===== src/rtl/mem_port_initiator.sv =====
// Load/store initiator for a single-port synchronous RAM: byte/half/word access, one transaction in flight.
// Define MEM_MISALIGN_TRAP_EN to reject misaligned/reserved requests with rsp_err instead of coercing them.
module mem_port_initiator #(
    parameter int ADDR_WIDTH = 11,
    parameter int DATA_WIDTH = 32
) (
    input  logic                  clk,
    input  logic                  nrst,
    input  logic                  req_valid,
    output logic                  req_ready,
    input  logic                  req_we,
    input  logic [1:0]            req_size,
    input  logic                  req_unsigned,
    input  logic [ADDR_WIDTH+1:0] req_addr,
    input  logic [DATA_WIDTH-1:0] req_wdata,
    output logic                  rsp_valid,
    input  logic                  rsp_ready,
    output logic [DATA_WIDTH-1:0] rsp_rdata,
    output logic                  rsp_err,
    output logic                  ram_en,
    output logic [3:0]            ram_we,
    output logic [ADDR_WIDTH-1:0] ram_addr,
    output logic [DATA_WIDTH-1:0] ram_din,
    input  logic [DATA_WIDTH-1:0] ram_dout
);

    typedef enum logic [1:0] {IDLE, RD_CAP, RESP} state_t;

    state_t                state, stateNxt;
    logic                  accept, trap;
    logic [1:0]            effSize, effOff;
    logic [3:0]            weMask;
    logic [DATA_WIDTH-1:0] dinRep;
    logic [1:0]            capSize, capOff;
    logic                  capUns;
    logic [DATA_WIDTH-1:0] rdShift, rdExt, rdataQ;
    logic                  errQ;

    assign req_ready = nrst && (state == IDLE);
    assign accept    = req_valid && req_ready;
    assign rsp_valid = (state == RESP);
    assign rsp_rdata = rdataQ;
    assign rsp_err   = errQ;

`ifdef MEM_MISALIGN_TRAP_EN
    assign trap = (req_size == 2'b11) ||
                  (req_size == 2'b01 && req_addr[0]) ||
                  (req_size == 2'b10 && req_addr[1:0] != 2'b00);
`else
    assign trap = 1'b0;
`endif

    // Coerced size/offset; identical to the raw request whenever it is aligned.
    always_comb begin
        effSize = (req_size == 2'b11) ? 2'b10 : req_size;
        case (effSize)
            2'b00:   begin effOff = req_addr[1:0];        weMask = 4'b0001 << req_addr[1:0];
                           dinRep = {4{req_wdata[7:0]}}; end
            2'b01:   begin effOff = {req_addr[1], 1'b0};  weMask = req_addr[1] ? 4'b1100 : 4'b0011;
                           dinRep = {2{req_wdata[15:0]}}; end
            default: begin effOff = 2'b00;                weMask = 4'b1111;
                           dinRep = req_wdata; end
        endcase
    end

    always_comb begin
        ram_en   = accept && !trap;
        ram_addr = ram_en ? req_addr[ADDR_WIDTH+1:2] : '0;
        ram_we   = (ram_en && req_we) ? weMask : 4'b0000;
        ram_din  = (ram_en && req_we) ? dinRep : '0;
    end

    always_comb begin
        stateNxt = state;
        case (state)
            IDLE:    if (accept) stateNxt = (trap || req_we) ? RESP : RD_CAP;
            RD_CAP:  stateNxt = RESP;
            RESP:    if (rsp_ready) stateNxt = IDLE;
            default: stateNxt = IDLE;
        endcase
    end

    always_comb begin
        rdShift = ram_dout >> {capOff, 3'b000};
        case (capSize)
            2'b00:   rdExt = capUns ? {24'h0, rdShift[7:0]}  : {{24{rdShift[7]}}, rdShift[7:0]};
            2'b01:   rdExt = capUns ? {16'h0, rdShift[15:0]} : {{16{rdShift[15]}}, rdShift[15:0]};
            default: rdExt = ram_dout;
        endcase
    end

    always_ff @(posedge clk or negedge nrst) begin
        if (!nrst) begin
            state   <= IDLE;
            capSize <= 2'b00;
            capOff  <= 2'b00;
            capUns  <= 1'b0;
            rdataQ  <= '0;
            errQ    <= 1'b0;
        end else begin
            state <= stateNxt;
            if (accept) begin
                capSize <= effSize;
                capOff  <= effOff;
                capUns  <= req_unsigned;
                rdataQ  <= '0;
                errQ    <= trap;
            end else if (state == RD_CAP) begin
                rdataQ <= rdExt;
            end
        end
    end

endmodule


===== config.mk =====
export PLATFORM = sky130hd
export DESIGN_NAME = mem_port_initiator
export DESIGN_NICKNAME = d
export VERILOG_FILES = /design/src/rtl/mem_port_initiator.sv
export SDC_FILE = /design/constraint.sdc
export NUM_CORES = 1
export LEC_CHECK = 0
export ABC_AREA = 1
export ABC_CLOCK_PERIOD_IN_PS = 1400
export CAP_MARGIN = 20
export CORE_MARGIN = 4
export CORE_UTILIZATION = 34
export CTS_CLUSTER_DIAMETER = 50
export DETAILED_ROUTE_END_ITERATION = 10
export PLACE_DENSITY = 0.77
export SETUP_SLACK_MARGIN = 0.5
export SLEW_MARGIN = 0
export SYNTH_ARGS = -nofsm -noshare
export SYNTH_HDL_FRONTEND = slang
export SYNTH_SLANG_ARGS = --single-unit
export TNS_END_PERCENT = 100

===== constraint.sdc =====
create_clock -name clk -period 1.4 [get_ports clk]
set_input_delay 0.28 -clock clk [delete_from_list [all_inputs] [get_ports clk]]
set_output_delay 0.28 -clock clk [all_outputs]
set_load 0.02 [all_outputs]

==> run metrics, run 1 <==
Total Wirelength=13000 um; GP Congestion=0.903; max-slew violation count=0; ys async rst share=100%; io pins=168; post-synthesis simple-gate area fraction=38.5%; Yosys reg bits=39; post-synth top area share=35.2%; RSZ-0062 raised after global routing=yes; max frequency=497 MHz; drt via density=4.93; Post-synth EDFFs=0; final core occ=78.3%; row cnt=32; Final min period=2.01 ns; Clock Tree Root=clkbuf_8; violated checks=negative setup slack; most common cell in the netlist=nand2_1; clk_skew=0.0101 ns; Min Hold Slack=0.0880 ns; clk sink count=39; DRC=0; Detailed Route Iter0 Violations=310; Final period util=144%; nets@finish=797; die height=98.4 um; die width=98.4 um; crit path kind=reg -> out; vias in the first global route=4016; HP Class=in -> async; Post-Place Worst Slack=-0.916 ns; Critical Path RT=1.12 ns; initial antenna violation count=0; Tot GR Track Use=24.8%; Synth Net Count=549; Synth Instances=464; Synth Area in XOR/XNOR=0%; final setup fails=87; Worst IR Drop VDD=622 uV; Worst-Skew Late Latency=0.29 ns; initial core utilization=35.4%; Post-Layout Cell Count=815; I/O Buffers=166; Avg Inst Size Synth=5.98 um^2; r2r setup slk=-0.46 ns; final worst setup slack=-0.611 ns; Fillers=546; post-route ant nets=0; total CTS buffers=5; Placed Cells=760; post-synth top area cell=dfrtp_1; HPWL after DPL=9090 um; main combinational cell family by area after synthesis=simple AND/OR/NAND/NOR gates; pwr dens=921 mW/mm^2; crit path capture type=output port; Post-DP Area=0.00523 mm^2; Clk pin slew, worst setup/hold paths=0.08 ns; total gr overflow=0; Area contributors post-synth=dfrtp_1 35%, nand2_1 22%, nor2_1 11%, inv_1 6.2%, a21oi_1 4.9%; CORE AREA=0.00785 mm^2; Cell variety after synth=23; ANT cells=0; maximum clock insertion buffer count=2; synth warn=0; Setup crit start kind=flip-flop; Critical Path AT=1.73 ns; crit-path max FO=8; top cells by count, synth=160 x nand2_1, 84 x nor2_1, 46 x inv_1, 39 x dfrtp_1, 27 x a21oi_1; Post-synth top flop=dfrtp_1; post-synthesis cell area=0.00278 mm^2; fraction of layout cells with a size suffix above 1=41.1%; P_leak=3.05 nW; post-synthesis sequential area ratio=35.2%; Synth Area in Adders=0%; area grow syn2layout=121%; hold buffer count at CTS=0; via count=4014; largest net degree at the start of global routing=40; Pre-antenna DRT Iters=5; outcome=finished with violations; endpoints failing hold=0; die area=0.00968 mm^2; wire per inst=15.9 um; mux contribution to synthesized area=0%; number of max-cap violations=0; finished layout cell area=0.00614 mm^2; first-pass GRT wire length=19400 um; complex-gate fraction of the synthesized area=13.8%; CTS tree=yes; # H-tree levels=2
-- placed cells by master, fill, tap and decap left out, types with 4 or more instances in the layout --
master             n
buf_4             78
o211ai_1           6
buf_12             5
nor2_2             5
o21ai_4            8
inv_1             42
buf_6             78
nand2_2           22
o21ai_1           13
nand2_1          138
clkdlybuf4s50_1   83
buf_16             4
o22ai_1           12
inv_2             14
nor2_4            42
nand3_1           18
nor2_1            40
clkbuf_8           6
dfrtp_1           39
a21oi_1           27
clkdlybuf4s15_2    8
-- repair_timing --
| action | 4_1_cts | 5_1_grt |
|---|---|---|
| buffers inserted | 27 | 13 |
| gates resized for setup | 481 | 47 |
| cloned | 6 | 1 |
| endpoints found under the hold margin | 0 | 0 |
| pin swaps | 11 | 4 |
| endpoints found under the setup margin | 121 | 121 |
-- layout make-up --
class	count	area, um^2	area share [%]
Timing Repair Buffer	262	2670	43.4
Multi-Input combinational cell	342	1980	32.3
Sequential cell	39	976	15.9
Inverter	61	258	4.20
Tap cell	102	128	2.08
Clock buffer	6	82.6	1.34
Clock inverter	2	35.0	0.570
Timing Repair inverter	1	16.3	0.265
-- critical path: stages, from the launching register on --
cell     delay, ns
dfrtp_1       0.41
inv_2         0.08
nand2_2       0.07
nor2_4        0.17
nand2_4       0.09
inv_4         0.08
nand2_8       0.12
buf_16        0.20
nor2_4        0.10
buf_6         0.13
-- kinds of logic after synthesis --
logic type,Yosys count
flip-flops,39
AO/OA/AOI/OAI,69
other,1
AND/OR/NAND/NOR,272
buffers and inverters,83
-- power by group --
group / switching [W] / internal, W / leakage (nW)
Sequential: 0.000186 / 0.00135 / 0.523
Clock: 0.000420 / 0.000577 / 0.0612
Combinational: 0.00156 / 0.00157 / 2.47
Total: 0.00217 / 0.00349 / 3.05
-- sequential cells by signal, summed over array words and instances, names as in the netlist --
register   count
rsp_rdata     32
capSize        2
capUns         1
capOff         2
state          2
-- routing by layer --
metal / routed length (um) / share of wire (%) / global-route usage (%) / vias to the layer above
met1: 4550 / 35 / 25.8 / 1842
met4: 238 / 1.8 / 6.20 / 0
li1: - / - / - / 1924
met3: 1270 / 9.7 / 7.57 / 27
met5: 0 / 0 / 0 / -
met2: 6950 / 53 / 47.8 / 221
-- worst paths after layout --
check / from / to / cells after the start
min reg2reg: rsp_rdata[11]$_DFFE_PN0P_ / rsp_rdata[11]$_DFFE_PN0P_ / 2
min in group clk: rsp_rdata[11]$_DFFE_PN0P_ / rsp_rdata[11]$_DFFE_PN0P_ / 2
max reg2reg: state[0]$_DFFE_PN0P_ / rsp_rdata[1]$_DFFE_PN0P_ / 13
max in group asynchronous: nrst / rsp_rdata[11]$_DFFE_PN0P_ / 2
min: nrst / rsp_rdata[5]$_DFFE_PN0P_ / 2
max: state[0]$_DFFE_PN0P_ / ram_din[16] / 9
-- per-stage QoR --
step / total power (W) / TNS, ns
floorplan: 0.00283 / -8.00
global placement: 0.00401 / -45.75
detailed placement: 0.00405 / -47.37
CTS: 0.00544 / -39.13
global route: 0.00594 / -52.18
finish: 0.00566 / -43.23
Note: power is estimated with default switching activity, not from simulation.
==> run 2: changes to the inputs <==
--- a/config.mk
+++ b/config.mk
@@ -5,14 +5,14 @@
 export SDC_FILE = /design/constraint.sdc
 export NUM_CORES = 1
 export LEC_CHECK = 0
-export ABC_AREA = 1
 export ABC_CLOCK_PERIOD_IN_PS = 1400
 export CAP_MARGIN = 20
 export CORE_MARGIN = 4
 export CORE_UTILIZATION = 34
 export CTS_CLUSTER_DIAMETER = 50
+export CTS_CLUSTER_SIZE = 20
 export DETAILED_ROUTE_END_ITERATION = 10
-export PLACE_DENSITY = 0.77
+export PLACE_DENSITY = 0.78
 export SETUP_SLACK_MARGIN = 0.5
 export SLEW_MARGIN = 0
 export SYNTH_ARGS = -nofsm -noshare
==> run metrics, run 2 <==
Tot GR Track Use=26.7%; Final period util=132%; pwr dens=906 mW/mm^2; met3 routed WL=1270 um; wire per inst=20.3 um; crit-path max FO=6; CORE AREA=0.00769 mm^2; cells along the critical path=buf_4 > buf_6 > buf_6 > a21oi_1 > or2_4 > buf_4 > buf_12 > a22oi_2 > nand3_1; ys async rst share=100%; endpoints failing hold=0; post-synthesis sequential area ratio=36.3%; HP Class=in -> async; total CTS buffers=5; Worst IR Drop VDD=425 uV; Setup crit start kind=flip-flop; total gr overflow=0; post-synth top area cell=dfrtp_1; crit path capture type=flip-flop; post-synthesis cell area=0.00269 mm^2; clk_skew=0.00593 ns; Critical Path AT=2.01 ns; final worst setup slack=-0.453 ns; HPWL after DPL=8730 um; post-route ant nets=0; Area contributors post-synth=dfrtp_1 36%, mux2i_1 8.6%, o21ai_0 7.3%, a22oi_1 7.3%, nor2_1 5.7%; Clk pin slew, worst setup/hold paths=0.08 ns; top cells by count, synth=41 x nor2_1, 39 x dfrtp_1, 39 x o21ai_0, 29 x a21oi_1, 26 x a22oi_1; sequential share of power=27.2%; Largest register FFs=32; Total Wirelength=14100 um; P_leak=2.76 nW; finished layout cell area=0.00627 mm^2; largest net degree at the start of global routing=24; drt via density=5.55; commonest non-fill, non-tap cell in the layout=buf_4; die width=96.9 um; max incr delay on CP=0.40 ns; fraction of layout cells with a size suffix above 1=54.4%; Detailed Route Iter0 Violations=181; Cell variety after synth=36; Pint=0.00360 W; via count=3856; Post-DP Area=0.00520 mm^2; Synth Net Count=423; number of max-cap violations=0; critical path's slowest cell=dfrtp_1; Tot Pwr=0.00569 W; max frequency=540 MHz; Yosys reg bits=39; combinational power share=55.5%; GP Congestion=0.841; final setup fails=81; violated checks=negative setup slack; Worst-Skew Late Latency=0.30 ns; I/O Buffers=166; max-slew violation count=0; DRT met1 WL=4900 um; commonest non-fill, non-tap cells in the layout=93 x buf_4, 83 x buf_6, 80 x clkdlybuf4s50_1; synth warn=0; Critical Path RT=1.55 ns; top layer in use=met4; # H-tree levels=2; initial antenna violation count=1; area grow syn2layout=134%; CTS tree=yes; clk sink count=39; Avg Inst Size Synth=7.95 um^2; Min Hold Slack=0.119 ns; post-synth top area share=36.3%; maximum clock insertion buffer count=2; DRC=0; Clk pwr share=17.3%; r2r setup slk=-0.45 ns; Final min period=1.85 ns; vias in the first global route=3999; Post-synth top flop=dfrtp_1; outcome=finished with violations; RSZ-0062 raised after global routing=yes; sw frac=36.6%; Met2 Routed Length=7430 um; Synth Instances=338; P_sw=0.00208 W; initial core utilization=34.9%; Clock Tree Root=clkbuf_8; most common cell in the netlist=nor2_1; first-pass GRT wire length=20300 um; die height=96.9 um; io pins=168; die area=0.00939 mm^2; crit path kind=reg -> reg; Post-synth EDFFs=0; nets@finish=676; row cnt=32; Pre-antenna DRT Iters=4
-- run 2: cell count changes after synthesis, sizes merged, moves of 23 or more --
cell	before	now
nand2	163	20
inv	59	8
nor2	87	41
o21ai	22	49
a22oi	0	26
mux2i	0	23
-- run 2: repair_timing --
action	4_1_cts	5_1_grt
setup buffers	19	17
gates resized for setup	553	37
endpoints found under the setup margin	121	121
endpoints found under the hold margin	1	0
hold buffers	2	0
pin swaps	9	10
cloned	6	0
-- run 2: metrics by stage --
stage | util [%] | TNS [ns] | setup WS [ns] | instances
finish | 81.6 | -27.64 | -0.453 | 695
global route | 81.6 | -32.72 | -0.509 | 695
CTS | 77.7 | -24.29 | -0.434 | 677
detailed placement | 67.7 | -53.26 | -0.961 | 642
global placement | 67.7 | -51.15 | -0.915 | 642
floorplan | - | -3.64 | -0.116 | 338
-- run 2: logic make-up (layout without fill, tap and decap cells) --
logic type,count (synthesis),count (layout),share of synthesized area [%]
buf+inv,37,291,6.43
simple gates,122,122,22.2
mux,26,26,9.97
flops,39,39,36.3
compound gates,113,113,24.9
other cells,1,2,0.140
-- run 2: layer usage --
layer  track usage (%)  up-vias
met5                 0        -
met2              48.4      239
met4              9.83        0
li1                  -     1705
met1              28.5     1869
met3              9.16       43
-- run 2: worst max-delay path: cells and delay by family (launching register included) --
kind,cells,cell delay [ns]
buffers and inverters,5,0.62
AND/OR/NAND/NOR,2,0.44
flip-flops,1,0.40
AO/OA/AOI/OAI,2,0.25
-- run 2: worst paths after layout --
path                                                from                         to  cells past startpoint
worst max-delay path                state[0]$_DFFE_PN0P_   rsp_rdata[9]$_DFFE_PN0P_                      9
worst min-delay path                                nrst   rsp_rdata[9]$_DFFE_PN0P_                      2
worst max register to register      state[0]$_DFFE_PN0P_   rsp_rdata[9]$_DFFE_PN0P_                      9
worst min register to register  rsp_rdata[0]$_DFFE_PN0P_   rsp_rdata[0]$_DFFE_PN0P_                      2
max in group asynchronous                           nrst       state[1]$_DFFE_PN0P_                      3
min in group clk                            ram_dout[23]  rsp_rdata[23]$_DFFE_PN0P_                      3
-- run 2: power by group through the flow --
| stage | sequential [W] | clock, W | combinational [W] |
|---|---|---|---|
| final | 0.00155 | 0.000986 | 0.00315 |
| after global routing | 0.00157 | 0.00104 | 0.00331 |
| after CTS | 0.00153 | 0.000979 | 0.00282 |
| after detailed placement | 0.00151 | 0 | 0.00233 |
| after global placement | 0.00150 | 0 | 0.00228 |
| after floorplan | 0.00172 | 0 | 0.000931 |
-- run 2: area by class of cell --
class                           instances  area, um^2
Tap cell                              102         128
Sequential cell                        39         977
Antenna cell                            1        2.50
Multi-Input combinational cell        262        2220
Fill cell                             423        1410
Inverter                                8        35.0
Timing Repair Buffer                  275        2800
Clock buffer                            6        82.6
Clock inverter                          2        35.0
==> run 3: changes to the inputs <==
--- a/config.mk
+++ b/config.mk
@@ -8,11 +8,11 @@
 export ABC_CLOCK_PERIOD_IN_PS = 1400
 export CAP_MARGIN = 20
 export CORE_MARGIN = 4
-export CORE_UTILIZATION = 34
+export CORE_UTILIZATION = 40
 export CTS_CLUSTER_DIAMETER = 50
 export CTS_CLUSTER_SIZE = 20
 export DETAILED_ROUTE_END_ITERATION = 10
-export PLACE_DENSITY = 0.78
+export DONT_BUFFER_PORTS = 1
 export SETUP_SLACK_MARGIN = 0.5
 export SLEW_MARGIN = 0
 export SYNTH_ARGS = -nofsm -noshare
==> run metrics, run 3 (synthesized netlist as in run 2, its figures left out) <==
number of max-cap violations=0; first-pass GRT wire length=15400 um; max-slew violation count=0; Clk pin slew, worst setup/hold paths=0.08 ns; Worst IR Drop VDD=562 uV; Critical Path RT=1.12 ns; die height=90.0 um; Setup crit start kind=flip-flop; RSZ-0062 raised after global routing=yes; Final min period=1.75 ns; combinational power share=38.5%; Total Wirelength=10300 um; via count=2708; finished layout cell area=0.00411 mm^2; Tot Pwr=0.00445 W; fraction of layout cells with a size suffix above 1=56.8%; Detailed Route Iter0 Violations=93; wire per inst=23.1 um; io pins=168; Pint=0.00276 W; DRC=0; final worst setup slack=-0.347 ns; sw frac=38.1%; Clock Tree Root=clkbuf_8; Min Hold Slack=-0.332 ns; initial core utilization=41.8%; post-route ant nets=0; P_sw=0.00169 W; die area=0.00809 mm^2; HP Class=in -> async; Critical Path AT=1.47 ns; crit path kind=reg -> out; area grow syn2layout=53.1%; crit path capture type=output port; initial antenna violation count=0; largest net degree at the start of global routing=43; GP Congestion=0.887; clk sink count=39; drt via density=6.06; commonest non-fill, non-tap cells in the layout=34 x dfrtp_2, 25 x o21ai_1, 25 x buf_4; Post-Place Worst Slack=-0.152 ns; maximum clock insertion buffer count=2; die width=90.0 um; CORE AREA=0.00642 mm^2; CTS tree=yes; pwr dens=1080 mW/mm^2; # H-tree levels=2; total gr overflow=0; I/O Buffers=0; commonest non-fill, non-tap cell in the layout=dfrtp_2; Worst-Skew Late Latency=0.30 ns; HPWL after DPL=6970 um; P_leak=1.60 nW; total CTS buffers=5; Final period util=125%; clk_skew=0.00721 ns; vias in the first global route=2780; Tot GR Track Use=23.7%; Post-DP Area=0.00331 mm^2; row cnt=29; Clk pwr share=20.9%; Largest register FFs=32; violated checks=negative hold slack, negative setup slack; crit-path max FO=9; sequential share of power=40.6%; ANT cells=0; outcome=finished with violations; max frequency=572 MHz; Pre-antenna DRT Iters=4; nets@finish=455; final setup fails=78; endpoints failing hold=39
## run 3: cell type report
class,count,area (um^2)
inverters,8,42.5
flip-flops and latches,39,1020
fillers,519,2310
multi-input cells,264,2210
clock buffers,5,68.8
repair buffers,52,641
well taps,77,96.3
clock inverters,2,37.5
## run 3: final timing paths
check                           depth (start not counted)                   start                         to  slack (ns)
worst min-delay path                                    0                    nrst  rsp_rdata[18]$_DFFE_PN0P_       -0.33
worst max register to register                          7    state[0]$_DFFE_PN0P_  rsp_rdata[27]$_DFFE_PN0P_       -0.27
worst max-delay path                                    6    state[0]$_DFFE_PN0P_                  ram_we[1]       -0.35
max in group asynchronous                               0                    nrst      capOff[0]$_DFFE_PN0P_        1.64
min in group clk                                        1                  req_we       state[0]$_DFFE_PN0P_        0.04
worst min register to register                          2  capSize[1]$_DFFE_PN0P_     capSize[1]$_DFFE_PN0P_        0.51
## run 3: power by group through the flow
stage / sequential, W / combinational [W] / clock (W)
after floorplan: 0.00172 / 0.000931 / 0
after global placement: 0.00176 / 0.00121 / 0
after detailed placement: 0.00177 / 0.00122 / 0
after CTS: 0.00179 / 0.00149 / 0.000930
after global routing: 0.00184 / 0.00184 / 0.000987
final: 0.00181 / 0.00171 / 0.000930
## run 3: worst max-delay path: stages, from the launching register on
cell,delay (ns)
dfrtp_1,0.42
nor2_4,0.12
nand3_4,0.11
clkinv_8,0.10
nand2_8,0.12
a21oi_2,0.15
buf_6,0.13
## run 3: metal layers
metal	GRT usage (%)	share of wire [%]
met5	0	0
met4	6.38	1.9
met3	7.68	8.9
met2	42.6	53
met1	27.0	37
## run 3: timing repair
action	in CTS	in global routing
setup buffers	7	3
cloned	4	3
gates resized for setup	100	45
endpoints found under the hold margin	39	39
pin swaps	16	18
setup endpoints to repair	121	121
## run 3: metrics by stage
step / TNS (ns) / std cells / utilization, %
finish: -19.45 / 447 / 64.0
global route: -24.58 / 447 / 64.0
CTS: -19.15 / 441 / 60.0
detailed placement: -8.03 / 423 / 51.5
global placement: -5.23 / 423 / 51.5
floorplan: -3.64 / 338 / -
